File: src/rtl/cr16_step_ctrl.sv
// cr16_step_ctrl: clock-enable generator for the cr16 test FSM.
// Step mode issues one enable per debounced button press. Run mode issues one
// enable every RUN_DIVIDE clocks. A downstream halt freezes both modes, and a
// 16-bit count of issued enables is exposed for the board display.
module cr16_step_ctrl #(
  parameter int DEBOUNCE_CYCLES = 500000,
  parameter int RUN_DIVIDE      = 25000000,
  parameter int CNT_W           = 25
) (
  input  logic        I_CLK,
  input  logic        I_NRESET,
  input  logic        I_STEP_BTN,
  input  logic        I_RUN_SW,
  input  logic        I_HALT,
  output logic        O_ENABLE,
  output logic [15:0] O_STEP_COUNT,
  output logic [1:0]  O_MODE,
  output logic        O_BTN_STABLE
);

  typedef enum logic [1:0] {
    ST_STEP   = 2'b00,
    ST_RUN    = 2'b01,
    ST_HALTED = 2'b10
  } state_e;

  // Bit positions of the two debounced inputs in the packed vectors below.
  localparam int BTN = 0;
  localparam int SW  = 1;

  localparam logic [CNT_W-1:0] DB_LAST  = CNT_W'(DEBOUNCE_CYCLES - 1);
  localparam logic [CNT_W-1:0] DIV_LAST = CNT_W'(RUN_DIVIDE - 1);

  logic [1:0]       sync1_q, sync2_q;
  logic [1:0]       stable_q, stable_d;
  logic [CNT_W-1:0] db_cnt_q [2];
  logic [CNT_W-1:0] db_cnt_d [2];
  logic             btn_prev_q;
  logic             btn_rise;

  state_e           state_q, state_d;
  logic [CNT_W-1:0] div_q, div_d;
  logic             enable_q, enable_d;
  logic [15:0]      step_count_q, step_count_d;

  // Two-flop synchronizers; the only logic that touches the raw inputs.
  always_ff @(posedge I_CLK or negedge I_NRESET) begin
    // NOTE: sequential state uses non-blocking assignments so every flop
    // samples the pre-edge value of its neighbours.
    if (!I_NRESET) begin
      sync1_q <= '0;
      sync2_q <= '0;
    end else begin
      sync1_q <= {I_RUN_SW, I_STEP_BTN};
      sync2_q <= sync1_q;
    end
  end

  // Debounce: count consecutive mismatches, adopt the new level on the last one.
  always_comb begin
    // NOTE: defaults first so no path leaves a combinational output unassigned
    // (which would infer a latch).
    stable_d = stable_q;
    for (int i = 0; i < 2; i++) begin
      db_cnt_d[i] = '0;
      if (sync2_q[i] != stable_q[i]) begin
        if (db_cnt_q[i] == DB_LAST) begin
          stable_d[i] = sync2_q[i];
        end else begin
          db_cnt_d[i] = db_cnt_q[i] + CNT_W'(1);
        end
      end
    end
  end

  // Debounce state and button edge-detect history.
  always_ff @(posedge I_CLK or negedge I_NRESET) begin
    if (!I_NRESET) begin
      stable_q   <= '0;
      btn_prev_q <= 1'b0;
      // NOTE: the counter array is a handful of flops, not a RAM, so it is
      // reset; a partial debounce must never survive reset.
      for (int i = 0; i < 2; i++) begin
        db_cnt_q[i] <= '0;
      end
    end else begin
      stable_q   <= stable_d;
      btn_prev_q <= stable_q[BTN];
      for (int i = 0; i < 2; i++) begin
        db_cnt_q[i] <= db_cnt_d[i];
      end
    end
  end

  // The edge is consumed every cycle whatever the state, so a press seen while
  // halted or running is dropped rather than queued.
  assign btn_rise = stable_q[BTN] & ~btn_prev_q;

  // Mode FSM, divider and pulse generation; halt beats switch beats pulse.
  always_comb begin
    state_d      = state_q;
    div_d        = '0;
    enable_d     = 1'b0;
    step_count_d = step_count_q;
    case (state_q)
      ST_STEP: begin
        if (I_HALT) begin
          state_d = ST_HALTED;
        end else if (stable_q[SW]) begin
          state_d = ST_RUN;
        end else if (btn_rise) begin
          enable_d = 1'b1;
        end
      end
      ST_RUN: begin
        if (I_HALT) begin
          state_d = ST_HALTED;
        end else if (!stable_q[SW]) begin
          state_d = ST_STEP;
        end else if (div_q == DIV_LAST) begin
          enable_d = 1'b1;
        end else begin
          div_d = div_q + CNT_W'(1);
        end
      end
      ST_HALTED: begin
        if (!I_HALT) begin
          state_d = stable_q[SW] ? ST_RUN : ST_STEP;
        end
      end
      default: begin
        state_d = ST_STEP;
      end
    endcase
    if (enable_d) begin
      step_count_d = step_count_q + 16'd1;
    end
  end

  // FSM state, divider, enable pulse and step counter registers.
  always_ff @(posedge I_CLK or negedge I_NRESET) begin
    if (!I_NRESET) begin
      state_q      <= ST_STEP;
      div_q        <= '0;
      enable_q     <= 1'b0;
      step_count_q <= '0;
    end else begin
      state_q      <= state_d;
      div_q        <= div_d;
      enable_q     <= enable_d;
      step_count_q <= step_count_d;
    end
  end

  assign O_ENABLE     = enable_q;
  assign O_STEP_COUNT = step_count_q;
  assign O_MODE       = state_q;
  assign O_BTN_STABLE = stable_q[BTN];

endmodule
File: config.mk
export PLATFORM = sky130hd
export DESIGN_NAME = cr16_step_ctrl
export DESIGN_NICKNAME = d
export VERILOG_FILES = /design/src/rtl/cr16_step_ctrl.sv
export SDC_FILE = /design/constraint.sdc
export NUM_CORES = 1
export LEC_CHECK = 0
export CAP_MARGIN = 20
export CORE_MARGIN = 2
export CORE_UTILIZATION = 59
export DETAILED_ROUTE_END_ITERATION = 8
export PLACE_DENSITY = 0.79
export REMOVE_ABC_BUFFERS = 1
export SLEW_MARGIN = 10
export SYNTH_ARGS = -nofsm -noshare
export SYNTH_HDL_FRONTEND = slang
export SYNTH_SLANG_ARGS = --single-unit
File: constraint.sdc
create_clock -name I_CLK -period 3.1 [get_ports I_CLK]
set_input_delay 0.31 -clock I_CLK [delete_from_list [all_inputs] [get_ports I_CLK]]
set_output_delay 0.31 -clock I_CLK [all_outputs]
set_load 0.01 [all_outputs]
==> metrics.log, run 1 <==
[metrics] number of max-capacitance violations reported: 0
[metrics] placed standard-cell area: 0.00501 sq mm
[metrics] count of hold buffers inserted by post-cts repair: 0
[metrics] crit path DAT: 2.74 ns
[metrics] post-detailed-route wirelength per cell: 14.1 um
[metrics] vias after detailed routing: 3270
[metrics] gate count of the mapped netlist: 458
[metrics] final count of negative-setup-slack endpoints: 0
[metrics] remaining max-slew budget at the tightest pin: 60.4%
[metrics] async set-reset flop share out of synthesis: 100%
[metrics] largest net degree at the start of global routing: 87
[metrics] setup repair after global routing missed its margin: false
[metrics] remaining global-route overflow: 0
[metrics] sum of routed wire length over all layers: 8380 um
[metrics] synthesized area per cell: 10.2 sq um
[metrics] overall track demand over capacity in global routing: 21.1%
[metrics] number of library cell types mapped by synthesis: 39
[metrics] final hold violation count: 0
[metrics] Worst-Margin Slew: 0.589 ns
[metrics] yosys warns: 0
[metrics] power density over cell area: 422 mW/mm^2
[metrics] simple-gate area share of the yosys netlist: 25.2%
[metrics] Max FO, Critical Path: 10
[metrics] ordered list of cells on the worst path: ha_1 -> and4_4 -> nand2_2 -> or4_4 -> o21a_1 -> inv_2 -> mux2_2
[metrics] die area: 0.00861 sq mm
[metrics] dominant cell type by area after synthesis: dfrtp_1
[metrics] fraction of final layout cells with drive strength greater than 1: 7.69%
[metrics] Root Buffer: clkbuf_8
[metrics] clock latency on the worst-skew pair: 0.37 ns
[metrics] dominant combinational cell family by area after synthesis: simple AND/OR/NAND/NOR gates
[metrics] Placement Rows: 32
[metrics] top cell type's share of synthesized area: 54.3%
[metrics] antenna violations before repair: 0
[metrics] initial standard-cell utilization of the core: 60.5%
[metrics] register clock-pin slew on the reported worst setup and hold paths: 0.11 ns
[metrics] number of max-slew violations in the final report: 0
[metrics] combined area of all synthesized cells: 0.00465 sq mm
[metrics] number of nets at the end of the flow: 498
[metrics] maximum clock frequency: 405 MHz
[metrics] Longest Clk Path Bufs: 2
[metrics] count of clock tree sinks: 101
[metrics] start point of the critical path: div_q[0]
[metrics] Final Wtd Congestion: 0.788
[metrics] required time reported for the critical path endpoint: 3.37 ns
[metrics] vias in the first global route: 3224
[metrics] class of the most critical setup path: reg2reg
[metrics] wire length of the first global-routing pass: 14400 um
[metrics] CTS resizes: 0
[metrics] P&R area growth vs syn: 12.5%
[metrics] peak supply drop: 0.236 mV
[metrics] Critical Path Source Type: register
[metrics] crit path time final: 2.47 ns
[metrics] Setup Skew: 0.0145 ns
[metrics] Hold WC Path Type: in2async
[metrics] DRT iter0 DRCs: 113
[metrics] detail-routed via count per cell: 5.49
[metrics] clock tree from TritonCTS: done
[metrics] number of flops mapped to enable cells by yosys: 0
[metrics] result of the run: finished, final reports clean
[metrics] R2R Setup Slk: 0.63 ns
[metrics] Post CTS Setup Buffer Count: 0
[metrics] number of buffers added by the clock tree synthesis step: 9
[metrics] kind of end point of the critical path: register
[metrics] share of the synthesized netlist area taken by xor and xnor gates: 15.4%
[metrics] static leakage power: 0.00224 uW
[metrics] ranking of synthesized cells by area: dfrtp_1, xor2_1, nor2_1
[metrics] number of cell instances on the worst register-to-register path: 7
[metrics] ANT nets after route: 0
[metrics] reg-to-reg critical path startpoint: div_q[0]
[metrics] placeable core region: 0.00769 sq mm
[metrics] detailed-routing iteration count for the pre-antenna-repair pass: 4
[metrics] number of H-tree levels: 3
[metrics] hpwl dp: 5700 um
[metrics] final worst-path cycle share: 79.6%
[metrics] Top-Level Pins: 25
[metrics] fraction of the yosys area taken by sequential cells: 54.3%
[metrics] total of flip-flops plus latches after synthesis: 101
[metrics] count of port buffers added during placement: 24
[metrics] fraction of synthesized area in multiplexers: 0.726%
[metrics] Critical Path Slowest Stage Cell: or4_4
[metrics] area fraction in compound gates after synthesis: 1.40%
[metrics] accumulated negative setup slack: 0 ns
[metrics] number of filler instances in the final layout: 599
[metrics] final instance area: 0.00524 sq mm
[metrics] Synth Area in Adders: 1.08%
[metrics] DRC violations left: 0
[metrics] vertical die dimension: 92.8 um
[metrics] width of the die: 92.8 um
[metrics] n_diodes: 0
[metrics] peak per-stage delay on the critical path: 0.53 ns
[metrics] flip-flop cell with the highest count after synthesis: dfrtp_1
## critical path: cells and delay by family, from the launching register on
| family | cells | cell delay [ns] |
|---|---|---|
| flip-flops | 1 | 0.40 |
| multiplexers | 1 | 0.34 |
| AO/OA/AOI/OAI | 1 | 0.34 |
| buffers and inverters | 1 | 0.20 |
| AND/OR/NAND/NOR | 3 | 0.87 |
| adder cells (fa/ha/maj) | 1 | 0.23 |
## sequential cells by signal (all words and copies together), names as in the netlist
| register | count |
|---|---|
| sync1_q | 2 |
| db_cnt_q | 50 |
| div_q | 25 |
| O_MODE | 2 |
| sync2_q | 2 |
| O_ENABLE | 1 |
| O_STEP_COUNT | 16 |
| btn_prev_q | 1 |
| stable_q | 2 |
## synthesized netlist by cell type (2+ instances only)
library cell  number
o21ai_0            4
nor3_1            12
a21oi_1            5
xnor2_1           30
clkbuf_1          10
ha_1               4
nand2_1           39
xor2_1            52
dfrtp_1          101
nand4_1           20
nand3_1           28
nor4_1             8
and4_4             2
or3_1              4
nor4b_1            4
or2_2              2
nor2_1            86
and3_1            13
mux2_2             3
inv_1              9
and4_1             4
## layer usage
metal	global-route usage [%]	wire, um	vias to the layer above
li1	-	-	1601
met1	27.6	3970	1616
met2	34.9	4070	41
met3	3.17	178	12
met4	9.68	163	0
met5	0	0	-
## cell type report
class                      count  area, sq um  share of cell area (%)
sequential                   101         2530                    48.3
multi-input combinational    336         2040                    39.0
timing repair buffer          31          313                    5.98
tap                          102          128                    2.44
clock buffer                   9          124                    2.37
clock inverter                 7         66.3                    1.27
inverter                      10         37.5                   0.717
## layout by cell type (no fill, tap or decap), types with 12 or more instances in the layout
| cell type | n |
|---|---|
| nor2_1 | 86 |
| and3_1 | 13 |
| xnor2_1 | 30 |
| xor2_1 | 52 |
| nand3_1 | 28 |
| clkdlybuf4s50_1 | 23 |
| nand2_1 | 39 |
| nand4_1 | 20 |
| nor3_1 | 12 |
| dfrtp_1 | 101 |
## cells by family (layout without fill, tap and decap cells)
kind of cell	count (synthesis)	count (layout)
buffers and inverters	21	57
flip-flops	101	101
AO/OA/AOI/OAI	12	12
multiplexers	3	3
adder cells (fa/ha/maj)	4	4
AND/OR/NAND/NOR	235	235
XOR/XNOR	82	82
## path summary, 6_finish.rpt
path                                   end
max in group asynchronous         div_q[0]
setup reg to reg           O_STEP_COUNT[1]
setup / recovery           O_STEP_COUNT[1]
hold / removal                db_cnt_q[22]
hold reg to reg                 sync2_q[0]
min in group I_CLK              sync2_q[0]
## stage by stage
stage               power (uW)  util (%)  hold slack, ns  instances  setup slack [ns]
floorplan                 1380         -          0.0144        447             0.824
global placement          1420      65.1           0.336        578             0.706
detailed placement        1420      65.1           0.335        578             0.661
CTS                       2240      67.6           0.149        594             0.649
global route              2300      68.1           0.350        596             0.533
finish                    2210      68.1           0.348        596             0.631
## where the power goes
| part | total, uW | leakage [uW] | internal (uW) | switching, uW |
|---|---|---|---|---|
| Combinational | 65.6 | 0.000754 | 21.5 | 44.1 |
| Clock | 808 | 0.0000918 | 313 | 495 |
| Sequential | 1330 | 0.00140 | 1330 | 8.56 |
Power figures use the tool's default switching activity.
==> run 2: changes to the inputs <==
clock period = 2.3 ns   (was 3.1 ns; I/O delays follow)
==> run 2 against run 1 <==
Compared with the run above:
- worst setup slack lost 0.54 ns
- fmax grew 12%
- critical endpoint is now O_STEP_COUNT[7]
- count of clock-buffer cells in the layout is the same
- core utilization grew 1.8 points
- sequential power grew 35%
- global-route usage grew 0.23 points
- wire length grew 3.7%
- clock skew shrank 0.0058 ns
- final area grew 2.7%
- highest routed layer unchanged
- register-to-register slack lost 0.54 ns
- sequential share of layout area shrank 1.2 points
==> metrics.log, run 2 (same netlist as run 1, synthesis figures left out) <==
[metrics] power density over cell area: 533 mW/mm^2 (was 422 mW/mm^2)
[metrics] Hold WC Path Type: in2reg (was in2async)
[metrics] final count of negative-setup-slack endpoints: 0 (unchanged)
[metrics] Longest Clk Path Bufs: 2 (unchanged)
[metrics] placeable core region: 0.00769 sq mm (unchanged)
[metrics] Top-Level Pins: 25 (unchanged)
[metrics] crit path DAT: 2.49 ns (was 2.74 ns)
[metrics] DRC violations left: 0 (unchanged)
[metrics] count of clock tree sinks: 101 (unchanged)
[metrics] largest net degree at the start of global routing: 59 (was 87)
[metrics] number of max-capacitance violations reported: 0 (unchanged)
[metrics] class of the most critical setup path: reg2reg (unchanged)
[metrics] DRT iter0 DRCs: 155 (was 113)
[metrics] width of the die: 92.8 um (unchanged)
[metrics] Placement Rows: 32 (unchanged)
[metrics] met1 layer usage reported by global route: 28.2% (was 27.6%)
[metrics] Critical Path Source Type: register (unchanged)
[metrics] number of nets at the end of the flow: 511 (was 498)
[metrics] Root Buffer: clkbuf_8 (unchanged)
[metrics] number of H-tree levels: 3 (unchanged)
[metrics] commonest cells after routing, fill and taps aside: dfrtp_1, nor2_1, xor2_1 (unchanged)
[metrics] met3 demand-to-capacity share in global routing: 4.48% (was 3.17%)
[metrics] end-of-flow core utilization: 69.9% (was 68.1%)
[metrics] remaining global-route overflow: 0 (unchanged)
[metrics] number of filler instances in the final layout: 586 (was 599)
[metrics] static leakage power: 0.00236 uW (was 0.00224 uW)
[metrics] global-route met2 utilization: 35.3% (was 34.9%)
[metrics] global-route layer with the greatest usage: met2 (unchanged)
[metrics] register clock-pin slew on the reported worst setup and hold paths: 0.09 ns (was 0.11 ns)
[metrics] most frequent standard cell in the layout excluding fill and tap cells: dfrtp_1 (unchanged)
[metrics] count of port buffers added during placement: 24 (unchanged)
[metrics] required time reported for the critical path endpoint: 2.58 ns (was 3.37 ns)
[metrics] Final Wtd Congestion: 0.827 (was 0.788)
[metrics] detail-routed via count per cell: 5.45 (was 5.49)
[metrics] Max FO, Critical Path: 6 (was 10)
[metrics] final hold violation count: 0 (unchanged)
[metrics] number of max-slew violations in the final report: 0 (unchanged)
[metrics] peak supply drop: 0.440 mV (was 0.236 mV)
[metrics] Worst-Margin Slew: 0.565 ns (was 0.589 ns)
[metrics] vias after detailed routing: 3315 (was 3270)
[metrics] P&R area growth vs syn: 15.5% (was 12.5%)
[metrics] fraction of final layout cells with drive strength greater than 1: 11.3% (was 7.69%)
[metrics] clock tree from TritonCTS: done (unchanged)
[metrics] clock latency on the worst-skew pair: 0.36 ns (was 0.37 ns)
[metrics] setup repair after global routing missed its margin: false (unchanged)
[metrics] detailed-routing iteration count for the pre-antenna-repair pass: 4 (unchanged)
[metrics] ANT nets after route: 0 (unchanged)
[metrics] maximum clock frequency: 453 MHz (was 405 MHz)
[metrics] largest register by flop count: db_cnt_q (unchanged)
[metrics] crit path time final: 2.21 ns (was 2.47 ns)
[metrics] remaining max-slew budget at the tightest pin: 62.3% (was 60.4%)
[metrics] Setup Skew: 0.00870 ns (was 0.0145 ns)
[metrics] die area: 0.00861 sq mm (unchanged)
[metrics] Final Power: 2870 uW (was 2210 uW)
[metrics] n_diodes: 0 (unchanged)
[metrics] wire length of the first global-routing pass: 14900 um (was 14400 um)
[metrics] number of buffers added by the clock tree synthesis step: 9 (unchanged)
[metrics] post-detailed-route wirelength per cell: 14.3 um (was 14.1 um)
[metrics] vertical die dimension: 92.8 um (unchanged)
[metrics] overall track demand over capacity in global routing: 21.3% (was 21.1%)
[metrics] result of the run: finished, final reports clean (unchanged)
[metrics] initial standard-cell utilization of the core: 60.5% (unchanged)
[metrics] antenna violations before repair: 0 (unchanged)
[metrics] sum of routed wire length over all layers: 8690 um (was 8380 um)
[metrics] vias in the first global route: 3357 (was 3224)
[metrics] hpwl dp: 5670 um (was 5700 um)
[metrics] flip-flop count of the largest register after layout: 50 (unchanged)
[metrics] final worst-path cycle share: 96.0% (was 79.6%)
[metrics] kind of end point of the critical path: register (unchanged)
==> run 2: changes by cell type in the layout (fill, tap and decap cells not counted), moves of 2 or more <==
cell	before	now
buf_4	6	17
clkinv_2	0	3
inv_8	3	0
nor3_1	12	9
buf_12	0	2
nor3_4	0	2
nor4_1	8	6
nor4_2	1	3
==> run 2: cell type report <==
cell class	instances	area, sq um	area share (%)
Sequential cell	101	2530	47.0
Multi-Input combinational cell	336	2100	39.0
Timing Repair Buffer	44	419	7.80
Tap cell	102	128	2.37
Clock buffer	9	124	2.31
Clock inverter	6	40.0	0.745
Inverter	10	37.5	0.698
==> run 2: stage by stage <==
stage          setup TNS (ns)  instance area, sq um  setup slack [ns]  cells  hold WS, ns
5_1_grt                     0                  5370            0.0261    608        0.281
4_1_cts                     0                  5310            0.0235    606        0.288
3_5_place_dp           -0.257                  5120            -0.104    590        0.262
2_1_floorplan               0                  4600            0.0245    447      -0.0656
6_report                    0                  5370            0.0925    608        0.299
3_3_place_gp                0                  5120            0.0190    590        0.258
==> run 2: final timing paths <==
kind / slack (ns) / startpoint / to / cells after the start
min reg2reg: 0.36 / sync1_q[0] / sync2_q[0] / 0
max: 0.09 / div_q[10] / O_STEP_COUNT[7] / 7
max in group asynchronous: 1.20 / I_NRESET / div_q[10] / 3
min in group asynchronous: 0.40 / I_NRESET / db_cnt_q[6] / 2
max reg2reg: 0.09 / div_q[10] / O_STEP_COUNT[7] / 7
min: 0.30 / I_STEP_BTN / sync1_q[0] / 1
==> run 2: layer usage <==
layer,vias up,part of all wire (%)
met5,-,0
met1,1634,47
met4,0,1.5
li1,1624,-
met2,44,49
met3,13,2.7
==> run 2: critical path: stages (launching register included) <==
cell and delay (ns):
dfrtp_1 0.42, nor4_1 0.28, nand2_1 0.10, or4_4 0.55
o21a_4 0.28, buf_6 0.15, nor3_4 0.17, xor2_1 0.17
==> run 2: report_power, final <==
group | switching (uW) | total, uW | internal (uW)
Clock | 598 | 986 | 388
Sequential | 11.1 | 1800 | 1790
Combinational | 58.2 | 83.1 | 24.9
Total | 667 | 2870 | 2200
==> run 2: repair_timing <==
item	in CTS	in global routing
buffers inserted	0	2
hold buffers	1	0
hold endpoints to repair	43	0
gates resized for setup	3	12
endpoints found under the setup margin	11	10
pin swaps	0	8
